## src/rtl/arbiter_pkt_mux.sv

```systemverilog
// -----------------------------------------------------------------------------
// arbiter_pkt_mux
//
// Packet-level stream multiplexer placed directly behind an N-way round-robin
// arbiter. While idle it forwards the per-channel valids to the arbiter as
// requests. When a grant arrives it locks onto that channel for one whole
// packet, which ends with a last beat. The locked channel's beats are sent
// through a single registered valid/ready output stage. After the last beat
// the lock is released, so the arbiter's rotating priority picks the next
// packet.
//
// Ports:
//   clk, rst        clock; synchronous active-high reset
//   i_valid/i_data/i_last/o_ready   N input channels (channel k data at
//                                   i_data[k*DW +: DW])
//   o_req / i_grant request vector to arbiter / one-hot grant back
//   o_valid/o_data/o_last/i_ready   registered output stream
//   o_sel           one-hot owner of the current lock, zero when idle
//   o_wdog          (ARBITER_PKT_MUX_WDOG_EN only) one-cycle stall-abort pulse
//
// Optional feature: define ARBITER_PKT_MUX_WDOG_EN to add a stall watchdog.
// If a locked channel goes WDOG_CYC cycles without an accepted beat, the lock
// is dropped. The default build has no watchdog and no o_wdog port.
//
// state | meaning
// ------+-----------------------------------------------------------------
// IDLE  | no lock; requests go to the arbiter, waiting for a grant
// LOCK  | o_sel channel owns the output until its last beat is accepted
// -----------------------------------------------------------------------------
module arbiter_pkt_mux #(
   parameter int N        = 4,
   parameter int DW       = 32,
   parameter int WDOG_CYC = 256
) (
   input  logic            clk,
   input  logic            rst,
   input  logic [N-1:0]    i_valid,
   input  logic [N*DW-1:0] i_data,
   input  logic [N-1:0]    i_last,
   output logic [N-1:0]    o_ready,
   output logic [N-1:0]    o_req,
   input  logic [N-1:0]    i_grant,
   output logic            o_valid,
   output logic [DW-1:0]   o_data,
   output logic            o_last,
   output logic [N-1:0]    o_sel,
   input  logic            i_ready
`ifdef ARBITER_PKT_MUX_WDOG_EN
   ,
   output logic            o_wdog
`endif
);

   if (N < 2 || DW < 1 || WDOG_CYC < 1) begin : g_param_check
      $error("arbiter_pkt_mux: N must be >= 2, DW and WDOG_CYC >= 1");
   end

   typedef enum logic {
      IDLE = 1'b0,
      LOCK = 1'b1
   } state_t;

   state_t          state;
   logic [N-1:0]    gv;
   logic [N-1:0]    gv_low;
   logic [DW-1:0]   mux_data;
   logic            mux_valid;
   logic            mux_last;
   logic            out_free;
   logic            accept;

   // o_sel is the lock register itself. It is one-hot in LOCK and zero in
   // IDLE, so it can also serve as the input mux select.
   always_comb begin
      gv        = i_grant & i_valid;
      gv_low    = gv & (~gv + N'(1));
      mux_data  = '0;
      mux_valid = 1'b0;
      mux_last  = 1'b0;
      for (int k = 0; k < N; k++) begin
         if (o_sel[k]) begin
            mux_data  = mux_data | i_data[k*DW +: DW];
            mux_valid = mux_valid | i_valid[k];
            mux_last  = mux_last | i_last[k];
         end
      end
   end

   assign out_free = !o_valid || i_ready;
   assign accept   = (state == LOCK) && out_free && mux_valid;

   // The arbiter grants combinationally from o_req. Requests are held low
   // outside IDLE so the arbiter's rotating mask stays put during a packet.
   // Both request and ready are also held low during reset, so no beat is
   // taken in a cycle whose result is about to be discarded.
   assign o_req   = (!rst && state == IDLE) ? i_valid : '0;
   assign o_ready = (!rst && state == LOCK && out_free) ? o_sel : '0;

`ifdef ARBITER_PKT_MUX_WDOG_EN
   localparam int            CW       = $clog2(WDOG_CYC + 1);
   localparam logic [CW-1:0] WDOG_LIM = CW'(WDOG_CYC);

   logic [CW-1:0] wdog_cnt;
   logic          wdog_fire;

   // The counter fires in the cycle in which it would reach WDOG_CYC.
   assign wdog_fire = (state == LOCK) && !accept && ((wdog_cnt + CW'(1)) == WDOG_LIM);
`endif

   always_ff @(posedge clk) begin
      if (rst) begin
         state   <= IDLE;
         o_sel   <= '0;
         o_valid <= 1'b0;
         o_data  <= '0;
         o_last  <= 1'b0;
`ifdef ARBITER_PKT_MUX_WDOG_EN
         wdog_cnt <= '0;
         o_wdog   <= 1'b0;
`endif
      end else begin
         if (accept) begin
            o_valid <= 1'b1;
            o_data  <= mux_data;
            o_last  <= mux_last;
         end else if (i_ready) begin
            o_valid <= 1'b0;
         end

`ifdef ARBITER_PKT_MUX_WDOG_EN
         o_wdog <= 1'b0;
`endif

         case (state)
            IDLE: begin
               if (|gv) begin
                  state <= LOCK;
                  o_sel <= gv_low;
`ifdef ARBITER_PKT_MUX_WDOG_EN
                  wdog_cnt <= '0;
`endif
               end
            end
            LOCK: begin
               if (accept && mux_last) begin
                  state <= IDLE;
                  o_sel <= '0;
               end
`ifdef ARBITER_PKT_MUX_WDOG_EN
               else if (wdog_fire) begin
                  state  <= IDLE;
                  o_sel  <= '0;
                  o_wdog <= 1'b1;
               end

               if (accept || wdog_fire) begin
                  wdog_cnt <= '0;
               end else begin
                  wdog_cnt <= wdog_cnt + CW'(1);
               end
`endif
            end
            default: begin
               state <= IDLE;
               o_sel <= '0;
            end
         endcase
      end
   end

endmodule

```

## config.mk

```make
export PLATFORM = sky130hd
export DESIGN_NAME = arbiter_pkt_mux
export DESIGN_NICKNAME = d
export VERILOG_FILES = /design/src/rtl/arbiter_pkt_mux.sv
export SDC_FILE = /design/constraint.sdc
export NUM_CORES = 1
export LEC_CHECK = 0
export ABC_AREA = 1
export CORE_MARGIN = 4
export CORE_UTILIZATION = 32
export CTS_BUF_LIST = sky130_fd_sc_hd__clkbuf_4
export CTS_CLUSTER_SIZE = 24
export DETAILED_ROUTE_END_ITERATION = 7
export PLACE_DENSITY = 0.81
export SLEW_MARGIN = 40
export SYNTH_ARGS = -nofsm -noshare
export SYNTH_HDL_FRONTEND = slang
export SYNTH_SLANG_ARGS = --single-unit
```

## constraint.sdc

```tcl
create_clock -name clk -period 1.6 [get_ports clk]
set_input_delay 0.16 -clock clk [delete_from_list [all_inputs] [get_ports clk]]
set_output_delay 0.16 -clock clk [all_outputs]
set_load 0.1 [all_outputs]
```

## Yosys cells after proc, flatten, opt, wreduce, memory -nomap -nowiden

Cells that the tools add are included.

| operators by class | value |
|---|---|
| equality and inequality tests | 2 |
| bitwise gates (word level) | 13 |
| add/sub/neg operators | 1 |
| reductions and logical operators | 12 |
| mux-type cells | 22 |

Operators by type and width:

| kind | count |
|---|---|
| $mux W32 | 4 |
| $or A32 B32 Y32 | 3 |
| $mux W4 | 4 |
| $mux W1 | 12 |
| $and A4 B4 Y4 | 2 |
| $pmux W4 S2 | 1 |
| $logic_and A1 B1 Y1 | 6 |
| $or A1 B1 Y1 | 6 |
| $add A4 B1 Y4 const B | 1 |
| $ne A2 B1 Y1 const B | 2 |
| $not A4 Y4 | 1 |
| $reduce_or A4 Y1 | 1 |
| $logic_not A1 Y1 | 2 |
| $pmux W1 S2 | 1 |
| $reduce_and A2 Y1 | 1 |
| $reduce_bool A2 Y1 | 1 |
| $logic_or A1 B1 Y1 | 1 |
| $not A1 Y1 | 1 |

| word-level totals | value |
|---|---|
| logic and storage cells | 55 |
| output and inout port bits | 46 |
| input port bits | 143 |
| bits in registers | 39 |

## Depth between registers and ports, before layout

Gate-level depths: netlist of the first run.

| logic depth | value |
|---|---|
| depth in word-level cells | 11 |
| gate-level depth with buffers | 11 |
| mapped depth without buffers | 9 |

## Worst setup path before layout of the first run

Ideal clock, no wire load.

| timing path | value |
|---|---|
| path kind | register to output |
| start | register o_sel[2] |
| end | output port o_ready[2] |
| buffers on the path | 2 |
| setup slack | -1.376 ns |
| required time | 1.440 ns |
| cell stages (with the launch flop) | 5 |
| data arrival time | 2.816 ns |
| cells stage by stage | dfxtp_1 -> buf_4 -> clkbuf_1 -> inv_1 -> nor2_1 |

| between the ends | value |
|---|---|
| word-level cells in the longest chain between the ends | 1 |

RTL lines:

| item | RTL line | source |
|---|---|---|
| start, declared | 46 | `output logic [N-1:0] o_sel,` |
| start signal, assigned | 138 | `o_sel <= gv_low;` |
| $mux W4 | 97 | `assign o_ready = (!rst && state == LOCK && out_free) ? o_sel : '0;` |
| end, declared | 40 | `output logic [N-1:0] o_ready,` |

Every way passes these cells.

## Worst setup path in the final report of the first run

Ends and elaborated chain as after synthesis.

==> metrics.md, run 1 <==
| Metric | Value |
|---|---|
| Status | finished, final reports clean |
| Starting Density | 33.7% |
| Nets | between 700 and 800 |
| WP data required | around 1400 ps |
| CP max FO | 25 |
| Pwr/cell area | between 600 and 700 nW/um^2 |
| Tightest Pin Transition | approximately 340 ps |
| Syn_area_per_cell | 5.75 um^2 |
| H-Tree Depth | 2 |
| CTS Buf Count | 5 |
| Max VDD drop | 329 uV |
| ANT nets after route | 0 |
| I/O Buffers | 188 |
| Register area share after synthesis | 33.3% |
| Post-route setup slack | 71.8 ps |
| Hold Crit Class | primary input to register |
| Final wirelength | about 9700 um |
| Synth warnings | 0 |
| IO Count | between 150 and 200 |
| Root buf cell | clkbuf_4 |
| Design Area, Final | between 5000 and 6000 um^2 |
| Peak Freq | between 600 and 700 MHz |
| First-pass GRT wire length | approximately 14000 um |
| Clk sink count | 39 |
| Worst-case reg-to-reg path depth | 9 |
| Startpoint types | register |
| DR pass1 iterations | 5 |
| Dpl hpwl | 7610 um |
| RSZ-0062 raised after global routing | no |
| DRT iter0 DRCs | 76 |
| Drt wl/cell | roughly 14 um |
| Max_cap viols | 0 |
| DP Cell Count | approximately 680 |
| Slew HR | 77.4% |
| Post-placement setup slack | -59.2 ps |
| Setup TNS | 0 ps |
| Num rows | 30 |
| Total GRT Usage | about a fifth |
| Share of post-route cells with drive strength above 1 | 16.2% |
| Remaining DRCs | 0 |
| Initial antenna violation count | 0 |
| CP endpoint kind | output port |
| DR vias | between 3000 and 4000 |
| Largest net degree at the start of global routing | 33 |
| Syn nets | 550 |
| Area growth syn-to-layout | 114% |
| Total Power | between 3 and 4 mW |
| Reg-to-reg slack, setup | roughly 80 ps |
| Die height | 93.6 um |
| Vias per cell | 4.78 |
| Final period util | 95.5% |
| Fin cells | roughly 690 |
| Overflow left after global routing | 0 |
| Crit path to | o_ready[2] |
| Max-slew violations | 0 |
| Die area | around 8800 um^2 |
| Number of global-route vias before repair | 3204 |
| CTS tree | built |
| Die X | 93.6 um |
| Cell variety after synth | 16 |
| CP arrival | around 1400 ps |
| Hold buffers post-CTS | 0 |
| CTS max path bufs | 2 |
| GP Congestion | around 0.76 |
| Syn Std Cell Area | around 2300 um^2 |
| Core outline area | between 6000 and 7000 um^2 |
| Worst-skew pair later-pin latency | between 300 and 400 ps |
| Final worst path period need | 1530 ps |
| Flops & latches, synth | 39 |
| Setup Crit Path Kind | register to output port |
| Final hold vios | 0 |
| Worst flop-to-flop path endpoint | o_data[26] |
| Synthesized instance count | around 410 |
| Leakage | 2.02 nW |
| Worst Skew | around 8.5 ps |
| Ant. Diodes | 0 |
| Cell Area, Placed | 4870 um^2 |
| Clock edge transition at the registers on the reported setup and hold paths | approximately 120 ps |
| CP Launch Point | o_sel[2] |
| Reg-to-reg critical path startpoint | state |
| Final setup violation count | 0 |
synth_stat cells:
library cell | n | area [um^2]
inv_1 | 15 | 56.3
nand3_1 | 24 | 120
o21ai_0 | 16 | 80.1
dfxtp_1 | 39 | 781
a21oi_2 | 1 | 8.76
buf_4 | 4 | 30.0
nor2_1 | 73 | 274
nand4_1 | 17 | 106
nand2_4 | 1 | 11.3
buf_2 | 10 | 50.1
clkbuf_1 | 10 | 37.5
nand2_2 | 1 | 6.26
nand2_1 | 169 | 634
inv_2 | 1 | 3.75
a21oi_1 | 24 | 120
buf_6 | 2 | 22.5
stage by stage:
step           utilization [%]  hold WS (ps)
5_1_grt                   72.2           418
6_report                  72.2           431
2_1_floorplan                -           314
3_5_place_dp              70.1           490
3_3_place_gp              70.1           470
4_1_cts                   71.3           419
cells in the final DEF (no fill, tap or decap), drive strengths merged:
cell type and instances:
clkdlybuf4s50 142, dfxtp 39, o21ai 16, inv 16
buf 66, clkbuf 8, nor2 73, nand4 17
clkinv 1, a21oi 25, nand2 171, nand3 24
critical path, stage by stage (launching register included):
cell     delay (ps)
dfxtp_4         570
inv_1           130
nor2_4          140
buf_12          180
flip-flops by register name, summed over array words and instances, names as in the netlist:
signal   cells
o_valid      1
o_last       1
o_data      32
state        1
o_sel        4
where the power goes:
part	internal (mW)	switching, mW	total (mW)
combinational	0.667	0.724	1.39
sequential	1.02	0.0763	1.10
clock	0.206	0.316	0.522
total	1.89	1.12	3.01
per-layer routing:
metal | wire length, um | global-route usage (%) | vias up
met5 | 0 | 0 | -
met4 | 135 | 6.14 | 0
met3 | 1180 | 7.56 | 15
met2 | 4970 | 38.7 | 160
met1 | 3380 | 20.4 | 1474
li1 | - | - | 1665
kinds of logic after synthesis:
| family | count (synthesis) | synth area share [%] |
|---|---|---|
| AO/OA/AOI/OAI | 41 | 8.92 |
| buffers and inverters | 42 | 8.55 |
| AND/OR/NAND/NOR | 285 | 49.2 |
| flip-flops | 39 | 33.3 |
area by class of cell:
cell class	count	area (um^2)
clock inverter	1	5.00
tap	96	120
inverter	16	62.6
clock buffer	7	52.6
timing repair buffer	209	2550
sequential	39	798
fill	540	1930
multi-input combinational	326	1420
how the worst min path moves through the flow:
stage	start	slack [ps]	endpoint	cells after the start
after floorplan	i_grant[2]	310	o_sel[2]	2
after global placement	state	470	state	2
after detailed placement	o_last	490	o_last	2
after CTS	i_grant[2]	420	o_sel[2]	3
after global routing	i_grant[0]	420	o_sel[0]	3
final	i_grant[1]	430	o_sel[1]	3
repair_timing:
action                                 CTS  global route
endpoints found under the hold margin    0             0
gates cloned                             0             1
resized for setup                        3            15
setup buffers                            4             1
pin swaps                                4             0
setup endpoints to repair                4            38
Note: power is estimated with default switching activity, not from simulation.
==> run 2: changes to the inputs <==
- ABC_CLOCK_PERIOD_IN_PS: default -> 1380
- CORE_UTILIZATION: 32 -> 31
- PLACE_DENSITY: 0.81 -> 0.82
- clock period: 1.6 -> 1.38 ns (I/O delays scaled with it)
==> run 2 against run 1 <==
Compared with the run above: worst hold slack worse by 11 ps; cell area up 6.3%; sequential share of layout area down 0.90 points; sequential power up 14%; cell count up 2.6%; total power up 25%; the run now ends with setup timing left; largest power group unchanged.
==> metrics.md, run 2 (synthesis gave the netlist of run 1 again) <==
| Metric | Value |
|---|---|
| DR vias | 3407 (+2.8%) |
| Final period util | 109% |
| CP arrival | 1370 ps (about the same) |
| Worst Skew | 9.85 ps (+1.31 ps) |
| Remaining DRCs | 0 (unchanged) |
| Total GRT Usage | 21.1% (+0.77 points) |
| Nets | 755 (+2.0%) |
| Largest net degree at the start of global routing | 33 (unchanged) |
| Core outline area | 7290 um^2 (+5.0%) |
| Setup TNS | -2520 ps (-2520 ps) |
| Peak Freq | ~660 MHz |
| Die height | 94.9 um (+1.5%) |
| Regs by FF count | o_data: 32 flops, o_sel: 4 flops |
| Tightest Pin Transition | 346 ps (+7.33 ps) |
| Post-route setup slack | -129 ps (-201 ps) |
| Status | finished with violations |
| WP data required | 1240 ps (-200 ps) |
| DP Cell Count | 689 (+0.88%) |
| RSZ-0062 raised after global routing | yes |
| Failing checks | setup timing |
| Setup Crit Path Kind | register to output port |
| IO Count | 189 (unchanged) |
| Worst-skew pair later-pin latency | 340 ps (about the same) |
| Leakage | 2.15 nW (+6.6%) |
| Number of global-route vias before repair | 3366 (+5.1%) |
| WP buf/inv | 2 (unchanged) |
| Final setup violation count | 41 (+41) |
| Hold buffers post-CTS | 0 (unchanged) |
| Pwr/cell area | 705 nW/um^2 (+17%) |
| Num rows | 31 (+3.3%) |
| CTS tree | built |
| DR pass1 iterations | 4 (-1) |
| CTS max path bufs | 2 (unchanged) |
| Final hold vios | 0 (unchanged) |
| CP max FO | 4 (-84%) |
| Most frequent cells in the layout | 167 x nand2_1, 142 x clkdlybuf4s50_1, 61 x nor2_1 |
| Final worst path period need | ~1500 ps |
| First-pass GRT wire length | 15000 um (+5.7%) |
| Startpoint types | register |
| DRT iter0 DRCs | 74 (-2.6%) |
| Root buf cell | clkbuf_4 |
| Max_cap viols | 0 (unchanged) |
| Overflow left after global routing | 0 (unchanged) |
| Max-slew violations | 0 (unchanged) |
| H-Tree Depth | 2 (unchanged) |
| Most common library cell in the layout ignoring fill and taps | nand2_1 |
| Worst hold margin | 421 ps (-10.5 ps) |
| CP Cell Sequence | inv_4, a21oi_4, nand2_4, nor2_4, buf_12 |
| Clock edge transition at the registers on the reported setup and hold paths | 120 ps (about the same) |
| Dpl hpwl | 7800 um (+2.6%) |
| Starting Density | 32.1% (-1.6 points) |
| Share of post-route cells with drive strength above 1 | 19.9% (+3.7 points) |
| Crit-path slowest cell | dfxtp_2 |
| CTS Buf Count | 5 (unchanged) |
| Die X | 94.9 um (+1.5%) |
| Max stage delay on crit path | 390 ps (-180 ps) |
| Ant. Diodes | 0 (unchanged) |
| Drt wl/cell | 14.5 um (+4.3%) |
| I/O Buffers | 188 (unchanged) |
| Die area | 9010 um^2 (+3.0%) |
| Fin cells | 712 (+2.6%) |
| Final wirelength | 10300 um (+7.0%) |
| CP endpoint kind | output port |
| Family with the most delay on the worst path | flip-flops |
| Max FFs per register | 32 (unchanged) |
| Clk sink count | 39 (unchanged) |
| ANT nets after route | 0 (unchanged) |
| Vias per cell | 4.79 (+0.21%) |
| Largest Register | o_data |
| Hold Crit Class | primary input to register |
| Max VDD drop | 438 uV (+33%) |
| Area growth syn-to-layout | 128% |
| GP Congestion | 0.838 (+9.8%) |
| Slew HR | 77.0% (-0.49 points) |
| Initial antenna violation count | 0 (unchanged) |
| Post-placement setup slack | -169 ps (-109 ps) |
-- run 2: changes by cell type in the layout (fill, tap and decap cells not counted), moves of 2 or more --
cell and delta:
clkbuf_16 +3, nor2_1 -4, nor2_4 +4, buf_12 +2, o21ai_1 +9, inv_1 -3, clkbuf_4 -2, buf_4 +5
o21ai_0 -10, buf_6 +4, inv_2 +2
-- run 2: stage by stage --
stage               area, um^2  power [mW]  utilization [%]
global placement          4930        2.87             67.7
detailed placement        4930        2.89             67.7
floorplan                 2490        2.07                -
finish                    5330        3.76             73.1
CTS                       5080        3.69             69.7
global route              5330        3.94             73.1
-- run 2: path summary, 6_finish.rpt --
check / cells after the start / start / endpoint / slack, ps
setup / recovery: 5 / state / o_ready[1] / -130
hold / removal: 3 / i_grant[0] / o_sel[0] / 420
setup reg to reg: 11 / state / o_data[4] / -80
hold reg to reg: 2 / o_last / o_last / 510
-- run 2: repair_timing --
| action | CTS | global route |
|---|---|---|
| buffers inserted | 6 | 4 |
| endpoints found under the setup margin | 9 | 47 |
| resized for setup | 8 | 39 |
| cloned | 0 | 5 |
| pin swaps | 6 | 2 |
-- run 2: power by group --
group | switching [mW] | internal (mW) | leakage [nW]
Sequential | 0.0657 | 1.18 | 0.321
Combinational | 0.916 | 0.844 | 1.79
Clock | 0.379 | 0.373 | 0.0426
-- run 2: area by class of cell --
cell class | count | area [um^2]
inverters | 16 | 75.1
clock buffers | 5 | 37.5
flip-flops and latches | 39 | 801
repair buffers | 224 | 2760
fillers | 572 | 1960
multi-input cells | 326 | 1490
clock inverters | 3 | 38.8
well taps | 99 | 124
-- run 2: layer usage --
metal  up-vias  GRT usage (%)  wire [um]  share of wire, %
met3        19           7.25       1040                10
li1       1698              -          -                 -
met1      1535           20.3       3600                35
met4         0           6.37        194               1.9
met2       155           41.6       5500                53
met5         -              0          0                 0
-- run 2: worst register-to-register path, cell delays in order, from the launching register on --
cell and delay (ps):
dfxtp_2 390, inv_4 50, a21oi_4 150, buf_4 140, buf_6 80, buf_6 100
nand2_8 70, clkinv_8 110, buf_12 120, nand2_1 50, nand2_1 60, nor2_1 40
==> run 3: changes to the inputs <==
- CELL_PAD_IN_SITES_DETAIL_PLACEMENT: default -> 2
- CELL_PAD_IN_SITES_GLOBAL_PLACEMENT: default -> 2
- CORE_UTILIZATION: 31 -> 13
- PLACE_DENSITY: 0.82 -> 0.79
==> run 3 against run 2 <==
Compared with the run above: the flow still finishes with violations (setup timing); worst hold slack better by 15 ps; setup slack gained 2.2 ps; via count is 2.8% higher; die area grew 120%; first-iteration DRC count unchanged; combinational power grew 7%; sequential cell count stayed put; critical endpoint is now o_ready[2].
==> metrics.md, run 3 (synthesis gave the netlist of run 1 again) <==
| Metric | Value |
|---|---|
| Status | finished with violations |
| Failing checks | setup timing |
| Leakage | 2.25 nW (+4.6%) |
| RSZ-0062 raised after global routing | yes |
| Ant. Diodes | 0 (unchanged) |
| ANT nets after route | 0 (unchanged) |
| Slew HR | 75.3% (-1.6 points) |
| Post-route setup slack | -127 ps (+2.22 ps) |
| Family with the most delay on the worst path | flip-flops |
| Setup Crit Path Kind | register to output port |
| Worst-skew pair later-pin latency | 350 ps (about the same) |
| Area growth syn-to-layout | 147% |
| Worst Skew | 9.09 ps (-0.766 ps) |
| DR vias | 3502 (+2.8%) |
| Hold Crit Class | primary input to register |
| Regs by FF count | o_data: 32 flops, o_sel: 4 flops |
| DR top layer | met4 |
| Die height | 142 um (+50%) |
| Reg-to-reg critical path startpoint | o_sel[1] |
| WP data required | 1240 ps (about the same) |
| Max FFs per register | 32 (unchanged) |
| First-pass GRT wire length | 20500 um (+36%) |
| Most frequent cells in the layout | 142 x clkdlybuf4s50_1, 138 x nand2_1, 51 x buf_12 |
| Final wirelength | 14200 um (+37%) |
| Reg-to-reg slack, setup | -20 ps (+60 ps) |
| Most common library cell in the layout ignoring fill and taps | clkdlybuf4s50_1 |
| Starting Density | 13.4% (-19 points) |
| Number of global-route vias before repair | 3973 (+18%) |
| Initial antenna violation count | 0 (unchanged) |
| I/O Buffers | 188 (unchanged) |
| WP depth | 5 (unchanged) |
| Clk sink count | 39 (unchanged) |
| Startpoint types | register |
| Die X | 142 um (+50%) |
| CTS Buf Count | 5 (unchanged) |
| Dpl hpwl | 11200 um (+43%) |
| Max-slew violations | 0 (unchanged) |
| Cell Area, Placed | 5100 um^2 (+3.4%) |
| Remaining DRCs | 0 (unchanged) |
| Max VDD drop | 302 uV (-31%) |
| Drt wl/cell | 16.9 um (+16%) |
| Post-placement setup slack | -240 ps (-71.6 ps) |
| Final hold vios | 0 (unchanged) |
| Tightest Pin Transition | 370 ps (+24.1 ps) |
| Max_cap viols | 0 (unchanged) |
| Overflow left after global routing | 0 (unchanged) |
| Crit path to | o_ready[2] |
| CP max FO | 4 (unchanged) |
| CTS tree | built |
| Core Util, Final | 33.2% (-40 points) |
| DR pass1 iterations | 4 (unchanged) |
| Final worst path period need | 1510 ps (-2.22 ps) |
| Max stage delay on crit path | 360 ps (-30 ps) |
| Met3 wire length | 993 um (-4.5%) |
| CTS max path bufs | 2 (unchanged) |
| Peak Freq | 664 MHz (+0.15%) |
| Vias per cell | 4.17 (-13%) |
| Worst-case reg-to-reg path depth | 11 (unchanged) |
| CP Launch Point | state |
| Worst flop-to-flop path endpoint | o_data[19] |
| DRT iter0 DRCs | 74 (unchanged) |
| Core outline area | 17500 um^2 (+140%) |
| CP arrival | 1370 ps (about the same) |
| CP Cell Sequence | inv_2, a21oi_4, nand2_4, nor2_4, buf_12 |
| H-Tree Depth | 2 (unchanged) |
| Pwr/cell area | 681 nW/um^2 (-3.5%) |
| WP buf/inv | 2 (unchanged) |
| Total GRT Usage | 12.7% (-8.4 points) |
| DR WL met2 | 7580 um (+38%) |
| CP endpoint kind | output port |
| Root buf cell | clkbuf_4 |
| M1 wire length | 5430 um (+51%) |
| GP Congestion | 0.808 (-3.6%) |
| IO Count | 189 (unchanged) |
| Share of post-route cells with drive strength above 1 | 29.6% (+9.7 points) |
| Nets | 757 (+0.26%) |
| Die area | 20200 um^2 (+120%) |
| Clock edge transition at the registers on the reported setup and hold paths | 130 ps (about the same) |
| Largest net degree at the start of global routing | 29 (-12%) |
| Final period util | 109% (-0.16 points) |
| Design Area, Final | 5790 um^2 (+8.7%) |
| Crit-path slowest cell | dfxtp_2 |
| Largest Register | o_data |
| Num rows | 48 (+55%) |
| Final setup violation count | 9 (-78%) |
==> run 3: cell count changes in the layout (fill, tap and decap cells not counted), sizes merged <==
cell  delta
buf      +2
==> run 3: worst reg2reg max path: cells and delay by family, from the launching register on <==
family	cells	cell delay [ps]
buffers and inverters	4	460
and+or+nand+nor	7	500
DFF	1	380
==> run 3: routing by layer <==
layer / GRT usage, % / vias to the layer above
met5: 0 / -
met4: 2.42 / 0
met3: 3.97 / 13
li1: - / 1701
met1: 13.8 / 1668
met2: 24.0 / 120
==> run 3: area by class of cell <==
cell class	instances	area (um^2)
fill	1954	11700
timing repair buffer	226	2800
multi-input combinational	326	1770
sequential	39	801
tap	225	282
inverter	16	72.6
clock inverter	3	38.8
clock buffer	5	37.5
==> run 3: worst min path at each step <==
stage                     from       end  slack, ps  cells past startpoint
finish              i_grant[0]  o_sel[0]        440                      3
global route        i_grant[0]  o_sel[0]        400                      3
CTS                 i_grant[0]  o_sel[0]        390                      3
detailed placement       state     state        510                      2
global placement         state     state        460                      2
floorplan           i_grant[2]  o_sel[2]        290                      2
==> run 3: repair_timing <==
item / in CTS / in global routing
gates resized for setup: 24 / 104
gates cloned: 0 / 6
buffers inserted: 7 / 2
hold buffers: 0 / 0
setup endpoints to repair: 10 / 47
pin swaps: 6 / 21
endpoints found under the hold margin: 0 / 0
==> run 3: where the power goes <==
part	total (mW)	leakage [nW]	internal (mW)	switching [mW]
sequential	1.26	0.321	1.18	0.0761
combinational	1.89	1.89	0.881	1.01
clock	0.796	0.0426	0.373	0.423
total	3.94	2.25	2.44	1.51
==> run 3: per-stage QoR <==
stage                     cells  TNS, ps  power (mW)  hold slack, ps
after floorplan             407    -2840        2.07             292
after global placement      818    -5440        2.91             464
after detailed placement    818    -8560        2.96             511
after CTS                   833    -1240        3.83             386
after global routing        840    -2680        4.17             401
final                       840     -842        3.94             435
